$ cat src/rtl/exmem_if.sv
// exmem_if: execute-side inputs and memory-stage outputs of the EX/MEM pipeline register
interface exmem_if;
    logic        ex_valid_i;
    logic [31:0] ex_pc_i;
    logic [4:0]  ex_rd_i;
    logic        ex_we_rf_i;
    logic [31:0] ex_result_i;
    logic        ex_is_mem_i;
    logic        ex_we_mem_i;
    logic [2:0]  ex_funct3_i;
    logic [31:0] ex_mem_data_i;
    logic [31:0] ex_mem_addr_i;
    logic        stall_i;
    logic        flush_i;
    logic        mem_ack_i;
    logic        mem_err_i;
    logic        mem_misaligned_i;
    logic        ex_stall_o;
    logic        mem_valid_o;
    logic [31:0] mem_pc_o;
    logic [4:0]  mem_rd_o;
    logic        mem_we_rf_o;
    logic [31:0] mem_result_o;
    logic        mem_is_mem_o;
    logic        mem_we_mem_o;
    logic [2:0]  mem_funct3_o;
    logic [31:0] mem_data_o;
    logic [31:0] mem_addr_o;
    logic        mem_done_o;
    logic        e_bus_err_o;
    logic        e_bus_timeout_o;
    modport slave (
        input  ex_valid_i, ex_pc_i, ex_rd_i, ex_we_rf_i, ex_result_i, ex_is_mem_i, ex_we_mem_i,
               ex_funct3_i, ex_mem_data_i, ex_mem_addr_i, stall_i, flush_i, mem_ack_i, mem_err_i,
               mem_misaligned_i,
        output ex_stall_o, mem_valid_o, mem_pc_o, mem_rd_o, mem_we_rf_o, mem_result_o, mem_is_mem_o,
               mem_we_mem_o, mem_funct3_o, mem_data_o, mem_addr_o, mem_done_o, e_bus_err_o,
               e_bus_timeout_o
    );
    modport master (
        output ex_valid_i, ex_pc_i, ex_rd_i, ex_we_rf_i, ex_result_i, ex_is_mem_i, ex_we_mem_i,
               ex_funct3_i, ex_mem_data_i, ex_mem_addr_i, stall_i, flush_i, mem_ack_i, mem_err_i,
               mem_misaligned_i,
        input  ex_stall_o, mem_valid_o, mem_pc_o, mem_rd_o, mem_we_rf_o, mem_result_o, mem_is_mem_o,
               mem_we_mem_o, mem_funct3_o, mem_data_o, mem_addr_o, mem_done_o, e_bus_err_o,
               e_bus_timeout_o
    );
endinterface

$ cat src/rtl/exmem_reg.sv
// exmem_reg: EX/MEM pipeline register that holds memory ops on the bus until they complete
module exmem_reg #(
    parameter int unsigned TIMEOUT_CYCLES = 255
) (
    input logic clk_i,
    input logic rst_i,
    exmem_if.slave bus
);
    typedef enum logic [1:0] {S_IDLE, S_WAIT, S_HOLD, S_GAP} state_t;
    typedef struct packed {
        logic        valid;
        logic [31:0] pc;
        logic [4:0]  rd;
        logic        we_rf;
        logic [31:0] result;
        logic        is_mem;
        logic        we_mem;
        logic [2:0]  funct3;
        logic [31:0] data;
        logic [31:0] addr;
    } payload_t;
    localparam logic [7:0] CNT_LAST = 8'(TIMEOUT_CYCLES - 1);
    state_t     state_q, state_d;
    payload_t   pl_q, pl_d, ex_pl;
    logic [7:0] cnt_q, cnt_d;
    logic       done_q, done_d, err_q, err_d, tmo_q, tmo_d;
    logic       timeout, complete, advance, mem_op;
    // Completion detection, next state, payload capture, wait counter and result pulses
    always_comb begin
        ex_pl = {bus.ex_valid_i, bus.ex_pc_i, bus.ex_rd_i, bus.ex_we_rf_i, bus.ex_result_i,
                 bus.ex_is_mem_i, bus.ex_we_mem_i, bus.ex_funct3_i, bus.ex_mem_data_i, bus.ex_mem_addr_i};
        timeout = cnt_q == CNT_LAST;
        complete = state_q == S_WAIT && (bus.mem_ack_i || bus.mem_err_i || bus.mem_misaligned_i || timeout);
        advance = !bus.stall_i && (state_q == S_IDLE || state_q == S_HOLD || complete);
        mem_op = bus.ex_valid_i && bus.ex_is_mem_i;
        state_d = state_q;
        pl_d = pl_q;
        cnt_d = cnt_q;
        if (bus.flush_i) begin
            pl_d.valid = 1'b0;
            pl_d.is_mem = 1'b0;
            state_d = S_IDLE;
            cnt_d = '0;
        end else if (advance) begin
            pl_d = ex_pl;
            state_d = !mem_op ? S_IDLE : complete ? S_GAP : S_WAIT;
            cnt_d = '0;
        end else if (complete) begin
            state_d = S_HOLD;
        end else if (state_q == S_GAP) begin
            state_d = S_WAIT;
            cnt_d = '0;
        end else if (state_q == S_WAIT) begin
            cnt_d = cnt_q + 8'd1;
        end
        done_d = complete && !bus.flush_i;
        err_d = done_d && bus.mem_err_i && !bus.mem_ack_i;
        tmo_d = done_d && timeout && !bus.mem_ack_i && !bus.mem_err_i && !bus.mem_misaligned_i;
    end
    // State, payload, counter and pulse registers
    always_ff @(posedge clk_i) begin
        if (rst_i) begin
            state_q <= S_IDLE;
            pl_q <= '0;
            cnt_q <= '0;
            done_q <= 1'b0;
            err_q <= 1'b0;
            tmo_q <= 1'b0;
        end else begin
            state_q <= state_d;
            pl_q <= pl_d;
            cnt_q <= cnt_d;
            done_q <= done_d;
            err_q <= err_d;
            tmo_q <= tmo_d;
        end
    end
    assign bus.ex_stall_o = bus.stall_i || (state_q == S_WAIT && !complete) || state_q == S_GAP;
    assign bus.mem_valid_o = pl_q.valid;
    assign bus.mem_pc_o = pl_q.pc;
    assign bus.mem_rd_o = pl_q.rd;
    assign bus.mem_we_rf_o = pl_q.we_rf;
    assign bus.mem_result_o = pl_q.result;
    assign bus.mem_is_mem_o = pl_q.is_mem && state_q == S_WAIT;
    assign bus.mem_we_mem_o = pl_q.we_mem;
    assign bus.mem_funct3_o = pl_q.funct3;
    assign bus.mem_data_o = pl_q.data;
    assign bus.mem_addr_o = pl_q.addr;
    assign bus.mem_done_o = done_q;
    assign bus.e_bus_err_o = err_q;
    assign bus.e_bus_timeout_o = tmo_q;
endmodule

$ cat src/flat_wrapper.sv
// flat-port wrapper written by rule: the top's interface ports become plain ports
module exmem_reg_flat 
#(
    parameter int unsigned TIMEOUT_CYCLES = 255
)
  (clk_i, rst_i, bus_ex_valid_i, bus_ex_pc_i, bus_ex_rd_i, bus_ex_we_rf_i, bus_ex_result_i, bus_ex_is_mem_i, bus_ex_we_mem_i, bus_ex_funct3_i, bus_ex_mem_data_i, bus_ex_mem_addr_i, bus_stall_i, bus_flush_i, bus_mem_ack_i, bus_mem_err_i, bus_mem_misaligned_i, bus_ex_stall_o, bus_mem_valid_o, bus_mem_pc_o, bus_mem_rd_o, bus_mem_we_rf_o, bus_mem_result_o, bus_mem_is_mem_o, bus_mem_we_mem_o, bus_mem_funct3_o, bus_mem_data_o, bus_mem_addr_o, bus_mem_done_o, bus_e_bus_err_o, bus_e_bus_timeout_o);
  exmem_if bus_i ();
  input logic clk_i;
  input logic rst_i;
  input wire logic [$bits(bus_i.ex_valid_i)-1:0] bus_ex_valid_i;
  input wire logic [$bits(bus_i.ex_pc_i)-1:0] bus_ex_pc_i;
  input wire logic [$bits(bus_i.ex_rd_i)-1:0] bus_ex_rd_i;
  input wire logic [$bits(bus_i.ex_we_rf_i)-1:0] bus_ex_we_rf_i;
  input wire logic [$bits(bus_i.ex_result_i)-1:0] bus_ex_result_i;
  input wire logic [$bits(bus_i.ex_is_mem_i)-1:0] bus_ex_is_mem_i;
  input wire logic [$bits(bus_i.ex_we_mem_i)-1:0] bus_ex_we_mem_i;
  input wire logic [$bits(bus_i.ex_funct3_i)-1:0] bus_ex_funct3_i;
  input wire logic [$bits(bus_i.ex_mem_data_i)-1:0] bus_ex_mem_data_i;
  input wire logic [$bits(bus_i.ex_mem_addr_i)-1:0] bus_ex_mem_addr_i;
  input wire logic [$bits(bus_i.stall_i)-1:0] bus_stall_i;
  input wire logic [$bits(bus_i.flush_i)-1:0] bus_flush_i;
  input wire logic [$bits(bus_i.mem_ack_i)-1:0] bus_mem_ack_i;
  input wire logic [$bits(bus_i.mem_err_i)-1:0] bus_mem_err_i;
  input wire logic [$bits(bus_i.mem_misaligned_i)-1:0] bus_mem_misaligned_i;
  output wire logic [$bits(bus_i.ex_stall_o)-1:0] bus_ex_stall_o;
  output wire logic [$bits(bus_i.mem_valid_o)-1:0] bus_mem_valid_o;
  output wire logic [$bits(bus_i.mem_pc_o)-1:0] bus_mem_pc_o;
  output wire logic [$bits(bus_i.mem_rd_o)-1:0] bus_mem_rd_o;
  output wire logic [$bits(bus_i.mem_we_rf_o)-1:0] bus_mem_we_rf_o;
  output wire logic [$bits(bus_i.mem_result_o)-1:0] bus_mem_result_o;
  output wire logic [$bits(bus_i.mem_is_mem_o)-1:0] bus_mem_is_mem_o;
  output wire logic [$bits(bus_i.mem_we_mem_o)-1:0] bus_mem_we_mem_o;
  output wire logic [$bits(bus_i.mem_funct3_o)-1:0] bus_mem_funct3_o;
  output wire logic [$bits(bus_i.mem_data_o)-1:0] bus_mem_data_o;
  output wire logic [$bits(bus_i.mem_addr_o)-1:0] bus_mem_addr_o;
  output wire logic [$bits(bus_i.mem_done_o)-1:0] bus_mem_done_o;
  output wire logic [$bits(bus_i.e_bus_err_o)-1:0] bus_e_bus_err_o;
  output wire logic [$bits(bus_i.e_bus_timeout_o)-1:0] bus_e_bus_timeout_o;
  assign bus_i.ex_valid_i = bus_ex_valid_i;
  assign bus_i.ex_pc_i = bus_ex_pc_i;
  assign bus_i.ex_rd_i = bus_ex_rd_i;
  assign bus_i.ex_we_rf_i = bus_ex_we_rf_i;
  assign bus_i.ex_result_i = bus_ex_result_i;
  assign bus_i.ex_is_mem_i = bus_ex_is_mem_i;
  assign bus_i.ex_we_mem_i = bus_ex_we_mem_i;
  assign bus_i.ex_funct3_i = bus_ex_funct3_i;
  assign bus_i.ex_mem_data_i = bus_ex_mem_data_i;
  assign bus_i.ex_mem_addr_i = bus_ex_mem_addr_i;
  assign bus_i.stall_i = bus_stall_i;
  assign bus_i.flush_i = bus_flush_i;
  assign bus_i.mem_ack_i = bus_mem_ack_i;
  assign bus_i.mem_err_i = bus_mem_err_i;
  assign bus_i.mem_misaligned_i = bus_mem_misaligned_i;
  assign bus_ex_stall_o = bus_i.ex_stall_o;
  assign bus_mem_valid_o = bus_i.mem_valid_o;
  assign bus_mem_pc_o = bus_i.mem_pc_o;
  assign bus_mem_rd_o = bus_i.mem_rd_o;
  assign bus_mem_we_rf_o = bus_i.mem_we_rf_o;
  assign bus_mem_result_o = bus_i.mem_result_o;
  assign bus_mem_is_mem_o = bus_i.mem_is_mem_o;
  assign bus_mem_we_mem_o = bus_i.mem_we_mem_o;
  assign bus_mem_funct3_o = bus_i.mem_funct3_o;
  assign bus_mem_data_o = bus_i.mem_data_o;
  assign bus_mem_addr_o = bus_i.mem_addr_o;
  assign bus_mem_done_o = bus_i.mem_done_o;
  assign bus_e_bus_err_o = bus_i.e_bus_err_o;
  assign bus_e_bus_timeout_o = bus_i.e_bus_timeout_o;
  exmem_reg #(.TIMEOUT_CYCLES(TIMEOUT_CYCLES)) u_core (.clk_i(clk_i), .rst_i(rst_i), .bus(bus_i));
endmodule
$ cat config.mk
export PLATFORM = sky130hd
export DESIGN_NAME = exmem_reg_flat
export DESIGN_NICKNAME = d
export VERILOG_FILES = /design/src/rtl/exmem_if.sv /design/src/rtl/exmem_reg.sv /design/src/flat_wrapper.sv
export SDC_FILE = /design/constraint.sdc
export NUM_CORES = 1
export LEC_CHECK = 0
export BUFFER_PORTS_ARGS = -buffer_cell sky130_fd_sc_hd__buf_4
export CAP_MARGIN = 40
export CORE_UTILIZATION = 54
export DETAILED_ROUTE_END_ITERATION = 10
export PLACE_DENSITY = 0.84
export SLEW_MARGIN = 10
export SYNTH_ARGS = -nofsm -noshare
export SYNTH_HDL_FRONTEND = slang
export SYNTH_SLANG_ARGS = --single-unit
$ cat constraint.sdc
create_clock -name clk_i -period 5.25 [get_ports clk_i]
set_input_delay 0.7875 -clock clk_i [delete_from_list [all_inputs] [get_ports clk_i]]
set_output_delay 0.7875 -clock clk_i [all_outputs]
set_load 0.005 [all_outputs]
[After elaboration in Yosys (flattened, before gate mapping)]
Cells that the tools add are included.
Storage, ports and cells
  input port bits: 147
  register bits: 153
  output and inout port bits: 144
  word-level logic and storage cells: 61
Cells by class
  add/sub/neg operators: 1
  reductions and logical operators: 32
  bitwise logic cells: 2
  eq/ne operators: 4
  multiplexer cells: 7
Operators by type and width (number)
  $mux 8: 2
  $logic_and 1x1->1: 12
  $mux 2: 5
  $add 8x1->8 const B: 1
  $eq 8x8->1 const B: 1
  $logic_or 1x1->1: 7
  $logic_not 1->1: 6
  $eq 2x2->1 const B: 2
  $reduce_and 2->1: 2
  $reduce_bool 3->1: 1
  $reduce_or 3->1: 1
  $eq 2x1->1 const B: 1
  $logic_not 2->1: 1
  $not 1->1: 2
  $reduce_bool 2->1: 1
  $reduce_or 2->1: 1

[Longest topological paths before layout]
  depth after elaboration: 9
  mapped depth: 8
  gate-level depth less buffers: 6

[Least setup slack after synthesis]
OpenSTA, ideal clock, no wires.
  path type: input port to output port
  start: input bus_mem_misaligned_i
  end: output bus_ex_stall_o
  cell stages on the path: 3
  buffers on the path: 0
  setup slack: 3.046 ns
  arrival: 1.416 ns
  required time: 4.463 ns
  path through: nor3_4 -> o221ai_1 -> nand2b_1
On the way
  cells in the longest elaborated chain, start to end: 7
Ends and longest elaborated chain
  start, declared: line flat_wrapper.sv:24  | input wire logic [$bits(bus_i.mem_misaligned_i)-1:0] bus_mem_misaligned_i;
  $logic_or 1x1->1 (2 in series): line exmem_reg.sv:33  | complete = state_q == S_WAIT && (bus.mem_ack_i || bus.mem_err_i || bus.mem_misaligned_i || timeout);
  $logic_and 1x1->1: line exmem_reg.sv:33
  $logic_not 1->1: line exmem_reg.sv:78  | assign bus.ex_stall_o = bus.stall_i || (state_q == S_WAIT && !complete) || state_q == S_GAP;
  $logic_and 1x1->1: line exmem_reg.sv:78
  $logic_or 1x1->1 (2 in series): line exmem_reg.sv:78
  end, declared: line flat_wrapper.sv:25  | output wire logic [$bits(bus_i.ex_stall_o)-1:0] bus_ex_stall_o;
No other way between the ends.

[Worst setup path after layout]
  start: register u_core.cnt_q[0]
  end: output bus_ex_stall_o
On the way
  cells in the longest elaborated chain, start to end: 7
Ends and longest elaborated chain
  start, declared: line exmem_reg.sv:25  | logic [7:0] cnt_q, cnt_d;
  start signal, assigned: line exmem_reg.sv:72  | cnt_q <= cnt_d;
  $eq 8x8->1: line exmem_reg.sv:32  | timeout = cnt_q == CNT_LAST;
  $logic_or 1x1->1: line exmem_reg.sv:33
  $logic_and 1x1->1: line exmem_reg.sv:33
  $logic_not 1->1: line exmem_reg.sv:78
  $logic_and 1x1->1: line exmem_reg.sv:78
  $logic_or 1x1->1 (2 in series): line exmem_reg.sv:78
No other way between the ends.

==> flow_summary.toml <==
[timing]
slew_headroom_pct = 44.4
fin_skew_ns = 0.00980
maxSlewViolCount = 0
finalCritPeriodShare_pct = 52.3
hold_viol = 0
totalNegativeSetupSlack_ns = 0
setup_viol = 0
worstMarginPinSlew_ns = 0.833
fmax_mhz = 364
rsz0062_at_grt = "no"
fin_crit_ns = 2.75

[setup_path]
r2r_start = "u_core.cnt_q[0]"
cp_slowest_cell = "o221ai_1"
r2r_slack_ns = 2.51
r2r-end = "u_core.bus.mem_addr_o[11]"
slowest_delay_ns = 0.49
crit_chain = "inv_1 -> ha_1 -> nand4b_1 -> o221ai_1 -> nand2b_1 -> buf_4"
worstSetupPathType = "register to output port"
arrival_ns = 1.96
endpoint_kind = "output port"
rr_worst_depth = 8
start_kind = "register"
required_ns = 4.46
crit_fanout = 7

[global_routing]
grt_use_total_pct = 20.7
grt_max_degree = 162
grt_pass1_wl_um = 24200
gr-usage-met1_pct = 24.6
grt_pass1_vias = 4822
grtUsageMet2_pct = 34.3
antenna_found_initial = 0
gr-usage-met3_pct = 6.87
grt-busiest-layer = "met2"
grt_overflow = 0

[worst_hold_path]
holdCritPathClass = "register to register"
holdPathStages = 2
hp-start = "u_core.bus.mem_data_o[18]"
min_to = "u_core.bus.mem_data_o[18]"

[status]
status = "finished clean"

[cts]
clk_path_buf_depth = 2
path_clk_slew_ns = 0.06
cts_resized = 0
worst_skew_pair.late_latency_ns = 0.42
htreeDepth = 4
cts_tree = "built"
cts_sinks = 153
postCtsSetupBuffers = 0
cts_buffers = 17
cts-hold-fix-buffers = 0
cts-root-buf = "clkbuf_16"

[pwr]
power_density_nw_per_um2 = 293
power.leakage_uw = 0.00420
swShare_pct = 22.6
power_switching_uw = 641
total_power_uw = 2840
pwr-share-seq_pct = 43.9
pwr-share-comb_pct = 12.7
clkPwrFrac_pct = 43.5
p_int_uw = 2200
ir_drop_uv = 207

[synth]
postSynthNetCount = 966
synth-compound-area-share_pct = 1.91
synthArstFlopShare_pct = 0
syn_inst = 817
synth-edff-count = 0
ys_seq_elements = 153
synth_top_family_by_area = "simple AND/OR/NAND/NOR gates"
synthFlopType = "dfxtp_1"
post_synth.cell_area_avg_um2 = 9.76
synth_mux_area_share_pct = 17.5
syn-cell-area_um2 = 7980
synth_area_leaders = "dfxtp_1, nand2b_1, mux2i_1"
yosysWarnings = 0
synthXorXnorAreaFrac_pct = 0.110
synth_top_area_share_pct = 38.4
synth-simple-area-share_pct = 24.8
yosys.cell_types.count = 41
synth_largest_area_cell = "dfxtp_1"
seq_area_frac_synth_pct = 38.4
synthAdderAreaFrac_pct = 0.314

[final_layout]
nets = 1094
mostFrequentLayoutCell = "buf_4"
fillers = 1161
areaGrowthSynthToFinish_pct = 21.4
antennaDiodeCount = 0
final_cell_mix = "buf_4, nand2b_1, dfxtp_1, mux2i_1, clkbuf_16"
drive_gt1_share_pct = 34.3

[route]
drc = 0
vias = 5507
ant_nets = 0
wl_um = 16500
drt-pass1-iter-count = 4
wire_per_inst_um = 14.5
drt_iter0_drc = 298
vias_per_cell = 4.82

[flow_run]
maxCapViolCount = 0

[die]
ios = 291
start_util_pct = 55.1
num_rows = 44
die_area_um2 = 15300
dieWidth_um = 124
die_h_um = 124
core_um2 = 14500

[placed_design]
portBuffers = 290
post-dp-hpwl_um = 11700
place_congestion = 0.798
## synth_stat cells (2+ instances only)
library cell	n
nand2_1	2
buf_8	10
ha_1	2
mux2i_1	138
nand3_1	5
o211ai_1	2
clkbuf_1	34
o21ai_0	4
nor2_1	2
nand4_1	4
nand2b_1	278
nand3b_1	4
nor3_4	2
buf_6	4
a2bb2oi_1	2
dfxtp_1	153
or3_1	2
nor3_1	4
a21oi_1	7
buf_4	137
## per-stage QoR
step / utilization [%] / std cells / worst slack, ns / cell area (um^2) / hold slack (ns)
after floorplan: - / 817 / 3.05 / 7980 / 0.449
after global placement: 62.8 / 1110 / 2.40 / 9090 / 0.459
after detailed placement: 62.8 / 1110 / 2.32 / 9090 / 0.462
after CTS: 66.9 / 1142 / 2.48 / 9680 / 0.475
after global routing: 66.9 / 1142 / 2.28 / 9680 / 0.487
final: 66.9 / 1142 / 2.50 / 9680 / 0.471
## cell type report
cell class | instances | area, um^2 | area share (%)
multi-input cells | 478 | 3560 | 36.7
flip-flops and latches | 153 | 3060 | 31.6
repair buffers | 294 | 2230 | 23.1
clock buffers | 21 | 450 | 4.65
well taps | 184 | 230 | 2.38
clock inverters | 11 | 145 | 1.50
inverters | 1 | 3.75 | 0.0388
## power by group through the flow
stage	Sequential (uW)	Clock (uW)	Combinational, uW
6_report	1250	1240	360
5_1_grt	1250	1320	392
4_1_cts	1250	1250	364
3_5_place_dp	1270	0	363
3_3_place_gp	1270	0	358
2_1_floorplan	1260	0	252
## flip-flops by register name, indices dropped and copies added (netlist names)
register / cells
u_core.pl_q: 1
u_core.bus.mem_addr_o: 32
u_core.bus.mem_we_rf_o: 1
u_core.bus.mem_data_o: 32
u_core.bus.mem_done_o: 1
u_core.state_q: 2
u_core.cnt_q: 8
u_core.bus.e_bus_err_o: 1
u_core.bus.mem_result_o: 32
u_core.bus.mem_pc_o: 32
u_core.bus.mem_rd_o: 5
u_core.bus.mem_valid_o: 1
u_core.bus.mem_we_mem_o: 1
u_core.bus.e_bus_timeout_o: 1
u_core.bus.mem_funct3_o: 3
## cell families (layout without fill, tap and decap cells)
kind of cell             Yosys count  in the layout
adder cells (fa/ha/maj)            2              2
flip-flops                       153            153
multiplexers                     139            139
AND/OR/NAND/NOR                  313            313
buffers and inverters            186            327
AO/OA/AOI/OAI                     23             23
XOR/XNOR                           1              1
## worst max-delay path by stage
| stage | from | to | slack (ns) | cells after the start |
|---|---|---|---|---|
| 2_1_floorplan | bus_mem_misaligned_i | bus_ex_stall_o | 3.05 | 3 |
| 3_3_place_gp | bus_mem_err_i | u_core.bus.mem_addr_o[10] | 2.40 | 7 |
| 3_5_place_dp | bus_mem_err_i | u_core.bus.mem_addr_o[11] | 2.32 | 7 |
| 4_1_cts | u_core.cnt_q[0] | u_core.bus.mem_addr_o[11] | 2.48 | 8 |
| 5_1_grt | u_core.cnt_q[0] | bus_ex_stall_o | 2.28 | 6 |
| 6_report | u_core.cnt_q[0] | bus_ex_stall_o | 2.50 | 6 |
## routing by layer
metal  wire (um)  up-vias  share of wire, %
li1            -     2772                 -
met1        6910     2525                42
met2        8060      186                49
met3        1180       24               7.1
met4         376        0               2.3
met5           0        -                 0
## worst max-delay path, delay by kind of cell (launching register included)
| family | cells | cell delay [ns] |
|---|---|---|
| buf+inv | 2 | 0.26 |
| flops | 1 | 0.36 |
| compound gates | 1 | 0.49 |
| fa+ha+maj | 1 | 0.18 |
| simple gates | 2 | 0.27 |
No activity file was read; power rests on OpenSTA's default activity.
